`src/rtl/reset_sequencer.sv`:
```
`default_nettype none
// ============================================================================
// Module   : reset_sequencer
// Purpose  : Synchronises/debounces the reset button, qualifies PLL lock and
//            drives a stretched soc reset plus clock enable.
//            Optional lock watchdog enabled by defining RST_SEQ_WDOG_EN.
// Revision : 1.0 - initial release
// ============================================================================
module reset_sequencer #(
    parameter int          SYNC_STAGES         = 2,
    parameter logic [15:0] DEBOUNCE_CYCLES     = 16'd27000,
    parameter logic [15:0] LOCK_STABLE_CYCLES  = 16'd1024,
    parameter logic [7:0]  RESET_CYCLES        = 8'd64,
    parameter logic [23:0] LOCK_TIMEOUT_CYCLES = 24'd2700000
) (
    input  logic       clk,
    input  logic       rst,
    input  logic       reset_button_n,
    input  logic       pll_locked,
    output logic       soc_rst,
    output logic       soc_clk_en,
    output logic [1:0] seq_state,
    output logic       lock_timeout
);

    localparam logic [1:0] S_WAIT_LOCK   = 2'd0;
    localparam logic [1:0] S_LOCK_STABLE = 2'd1;
    localparam logic [1:0] S_RESET       = 2'd2;
    localparam logic [1:0] S_RUN         = 2'd3;

    logic [SYNC_STAGES-1:0] r_btn_sync;
    logic [SYNC_STAGES-1:0] r_lk_sync;
    logic                   w_btn_s;
    logic                   w_lk_s;

    logic        r_db_level;
    logic [15:0] r_db_cnt;
    logic        w_db_flip;
    logic        w_press;

    logic [1:0]  r_state;
    logic [15:0] r_lock_cnt;
    logic [7:0]  r_rst_cnt;
    logic        r_soc_rst;
    logic        r_soc_clk_en;

    // Chains reset to the inactive levels so nothing is released early
    always_ff @(posedge clk) begin
        if (rst) begin
            r_btn_sync <= '1;
            r_lk_sync  <= '0;
        end else begin
            r_btn_sync <= {r_btn_sync[SYNC_STAGES-2:0], reset_button_n};
            r_lk_sync  <= {r_lk_sync[SYNC_STAGES-2:0], pll_locked};
        end
    end

    assign w_btn_s = r_btn_sync[SYNC_STAGES-1];
    assign w_lk_s  = r_lk_sync[SYNC_STAGES-1];

    assign w_db_flip = (w_btn_s != r_db_level) && (r_db_cnt == DEBOUNCE_CYCLES - 16'd1);
    assign w_press   = w_db_flip && r_db_level;

    always_ff @(posedge clk) begin
        if (rst) begin
            r_db_level <= 1'b1;
            r_db_cnt   <= '0;
        end else if (w_btn_s == r_db_level) begin
            r_db_cnt <= '0;
        end else if (w_db_flip) begin
            r_db_level <= ~r_db_level;
            r_db_cnt   <= '0;
        end else begin
            r_db_cnt <= r_db_cnt + 16'd1;
        end
    end

    // Lock loss outranks everything, including a press in the same cycle
    always_ff @(posedge clk) begin
        if (rst) begin
            r_state      <= S_WAIT_LOCK;
            r_lock_cnt   <= '0;
            r_rst_cnt    <= '0;
            r_soc_rst    <= 1'b1;
            r_soc_clk_en <= 1'b0;
        end else begin
            r_soc_rst    <= (r_state != S_RUN);
            r_soc_clk_en <= (r_state == S_RUN);
            if (!w_lk_s) begin
                r_state    <= S_WAIT_LOCK;
                r_lock_cnt <= '0;
                r_rst_cnt  <= '0;
            end else begin
                case (r_state)
                    S_WAIT_LOCK: begin
                        r_lock_cnt <= '0;
                        r_state    <= S_LOCK_STABLE;
                    end
                    S_LOCK_STABLE: begin
                        if (r_lock_cnt == LOCK_STABLE_CYCLES - 16'd1) begin
                            r_lock_cnt <= '0;
                            r_rst_cnt  <= '0;
                            r_state    <= S_RESET;
                        end else begin
                            r_lock_cnt <= r_lock_cnt + 16'd1;
                        end
                    end
                    S_RESET: begin
                        if (w_press) begin
                            r_rst_cnt <= '0;
                        end else if (r_rst_cnt == RESET_CYCLES - 8'd1) begin
                            r_state <= S_RUN;
                        end else begin
                            r_rst_cnt <= r_rst_cnt + 8'd1;
                        end
                    end
                    default: begin
                        if (w_press) begin
                            r_rst_cnt <= '0;
                            r_state   <= S_RESET;
                        end
                    end
                endcase
            end
        end
    end

    assign soc_rst    = r_soc_rst;
    assign soc_clk_en = r_soc_clk_en;
    assign seq_state  = r_state;

`ifdef RST_SEQ_WDOG_EN
    logic [23:0] r_wdog_cnt;
    logic        r_lock_timeout;

    // Counts only while waiting for a qualified lock; flag is sticky until rst
    always_ff @(posedge clk) begin
        if (rst) begin
            r_wdog_cnt     <= '0;
            r_lock_timeout <= 1'b0;
        end else if ((r_state == S_WAIT_LOCK) || (r_state == S_LOCK_STABLE)) begin
            if (r_wdog_cnt == LOCK_TIMEOUT_CYCLES - 24'd1) begin
                r_lock_timeout <= 1'b1;
            end else begin
                r_wdog_cnt <= r_wdog_cnt + 24'd1;
            end
        end else begin
            r_wdog_cnt <= '0;
        end
    end

    assign lock_timeout = r_lock_timeout;
`else
    logic w_unused_wdog;
    assign w_unused_wdog = ^LOCK_TIMEOUT_CYCLES;
    assign lock_timeout  = 1'b0;
`endif

endmodule
`default_nettype wire

```
`config.mk`:
```
export PLATFORM = sky130hd
export DESIGN_NAME = reset_sequencer
export DESIGN_NICKNAME = d
export VERILOG_FILES = /design/src/rtl/reset_sequencer.sv
export SDC_FILE = /design/constraint.sdc
export NUM_CORES = 1
export LEC_CHECK = 0
export CELL_PAD_IN_SITES_DETAIL_PLACEMENT = 0
export CELL_PAD_IN_SITES_GLOBAL_PLACEMENT = 1
export CORE_MARGIN = 3
export CORE_UTILIZATION = 41
export DETAILED_ROUTE_END_ITERATION = 8
export PLACE_DENSITY_LB_ADDON = 0.1
export SYNTH_ARGS = -nofsm -noshare
export SYNTH_HDL_FRONTEND = slang
export SYNTH_SLANG_ARGS = --single-unit
```
`constraint.sdc`:
```
create_clock -name clk -period 2.2 [get_ports clk]
set_input_delay 0.44 -clock clk [delete_from_list [all_inputs] [get_ports clk]]
set_output_delay 0.44 -clock clk [all_outputs]
set_load 0.02 [all_outputs]
```
==> metrics.cfg <==
[run_status]
status=finished clean

[global_route]
grt_start_max_net_pins=16
grt_first_pass_wirelength_mm=8.25
antenna_found_initial=0
overflow=0
grt_pass1_vias=1720
track_usage_pct=16.2

[finish]
area_growth_pct=18.3
post-route-util_pct=52.0
drive_above_1_share_pct=16.1
diodes=0
fin_nets=311

[setup_path]
reg2reg_to=r_rst_cnt[5]
r2r_cells=6
crit_path_max_fanout=7
start_kind=flip-flop
arrival_ns=2.36
critPathKind=flip-flop to flip-flop
cp-end-kind=flip-flop
timing.rr.start=r_db_cnt[9]
ff2ff_setup_slack_ns=0.04
required_ns=2.40

[clock_network]
clkTransAtPathRegs_ns=0.09
cts_buffer_depth=2
clk_latency_ns=0.30
cts_buffers=5
root_buffer=clkbuf_8
cts_tree=done
cts-hold-fix-buffers=0
cts.sinks=49
cts_max_level=2

[hold_path]
hp-class=flip-flop to flip-flop
min_path_cells=1
min_from=r_btn_sync[0]
hold-path-endpoint=r_btn_sync[1]

[route]
wl_mm=4.93
first_pass_iters=7
wl_per_cell_um=13.2
via_count=1974
detail-route-antenna-nets=0
drcViolationCount=0
vias_per_cell=5.28
drt_iter0_markers=65

[synthesis]
async_reset_ff_share_pct=0
syn_inst=273
syn_area_per_cell_sq_um=8.53
synth_edf_count=0
ys.flop_type=dfxtp_1
ys_types=49
ys_top_cells_by_count=49 x dfxtp_1, 29 x nor2_1, 28 x nand2_1
synth_area_sq_um=2330
synth_top_area_share_pct=42.1
ys_seq_area_share_pct=42.1
synth_most_common_cell=dfxtp_1
ys_warn_count=0
syn-num-nets=280
synth_seq_cells=49
yosys-top-cells-area=dfxtp_1 42%, nor2_1 4.7%, nand2_1 4.5%
yosysTopAreaCell=dfxtp_1

[timing]
finalSetupTns_ns=0
setup_viol=0
setup_slack_ns=0.0389
final-max-slew-violation-count=0
period_share_pct=98.2
skew_ns=0.00645
min_period_ns=2.16
hold_violations=0
timing.fmax_ghz=0.463

[floorplan]
die_w_um=81.4
die_y_um=81.4
die_area_sq_um=6620
row_count=26
pin_count=9
initial_core_util_pct=43.9
coreArea_sq_um=5300

[power]
power.total_mw=1.47
p_leak_nw=0.983
peakVddDrop_mv=0.402
power_density_nw_per_um2=532

[placed_design]
dp_hpwl_mm=3.46
place_ws_ns=0.0391
gp_congestion=0.789
port_buffers=7

[job]
drv_cap=0

## final cells by class
| cell class | count | area, sq um |
|---|---|---|
| sequential | 49 | 983 |
| clock buffer | 7 | 86.3 |
| multi-input combinational | 208 | 1310 |
| inverter | 8 | 30.0 |
| timing repair buffer | 32 | 262 |
| fill | 537 | 2550 |
| tap | 70 | 87.6 |
## sequential cells by signal, summed over array words and instances, names as in the netlist
name	count
soc_rst	1
r_lock_cnt	16
seq_state	2
r_lk_sync	2
soc_clk_en	1
r_db_level	1
r_btn_sync	2
r_rst_cnt	8
r_db_cnt	16
## metal layers
layer	GRT usage (%)	wire length [um]
met1	22.6	2590
met2	24.6	2160
met3	3.33	102
met4	6.08	76
met5	0	0
## stage by stage
| step | instance area (sq um) | std cells | hold slack [ns] |
|---|---|---|---|
| floorplan | 2330 | 273 | 0.389 |
| finish | 2760 | 374 | 0.414 |
| CTS | 2710 | 373 | 0.415 |
| global placement | 2630 | 366 | 0.390 |
| detailed placement | 2630 | 366 | 0.394 |
| global route | 2760 | 374 | 0.443 |
## repair_timing
item                       4_1_cts  5_1_grt
buffers inserted                 0        1
resized for setup                0        8
setup endpoints to repair        0        5
## power by group
part / internal, mW / switching, mW
registers: 0.891 / 0.00411
logic: 0.0139 / 0.0145
clock network: 0.250 / 0.293
## cell families (layout without fill, tap and decap cells)
logic type	after synthesis	after routing	synth area share, %
compound gates	49	49	14.2
simple gates	137	137	31.9
other cells	1	1	0.161
xor+xnor	14	14	5.27
mux	4	4	1.83
flops	49	49	42.1
fa+ha+maj	3	3	1.61
buf+inv	16	47	2.96
## worst max-delay path, cell delays in order (launching register included)
cell	delay (ns)
dfxtp_1	0.31
or4_1	0.50
or4_4	0.46
o311ai_4	0.30
buf_6	0.17
nor3_1	0.05
a211o_1	0.26
## worst max path at each step
stage | start | cells past startpoint | slack (ns) | end
finish | r_db_cnt[9] | 6 | 0.04 | r_rst_cnt[5]
global route | r_db_cnt[9] | 6 | -0.005 | r_rst_cnt[3]
CTS | r_db_cnt[0] | 6 | 0.03 | r_rst_cnt[2]
detailed placement | r_db_cnt[0] | 6 | 0.04 | r_rst_cnt[2]
global placement | r_db_cnt[0] | 6 | 0.07 | r_rst_cnt[4]
floorplan | r_db_cnt[9] | 5 | 0.15 | r_rst_cnt[2]
## cell usage in the layout (no fill, tap or decap), types with 4 or more instances in the layout
cell type,synthesis,final
nand2_1,28,28
buf_4,2,24
clkbuf_8,0,6
or2_2,4,4
clkdlybuf4s50_1,0,7
xnor2_1,6,6
dfxtp_1,49,47
and3_1,7,7
and4_1,4,4
nor2_1,29,29
nor3_1,9,8
nor2b_1,6,6
a21o_1,5,5
nand4_1,6,6
or3_1,9,9
a21oi_1,12,12
inv_1,8,8
nand3_1,14,14
xor2_1,8,8
o21ai_0,15,15
Note: power is estimated with default switching activity, not from simulation.
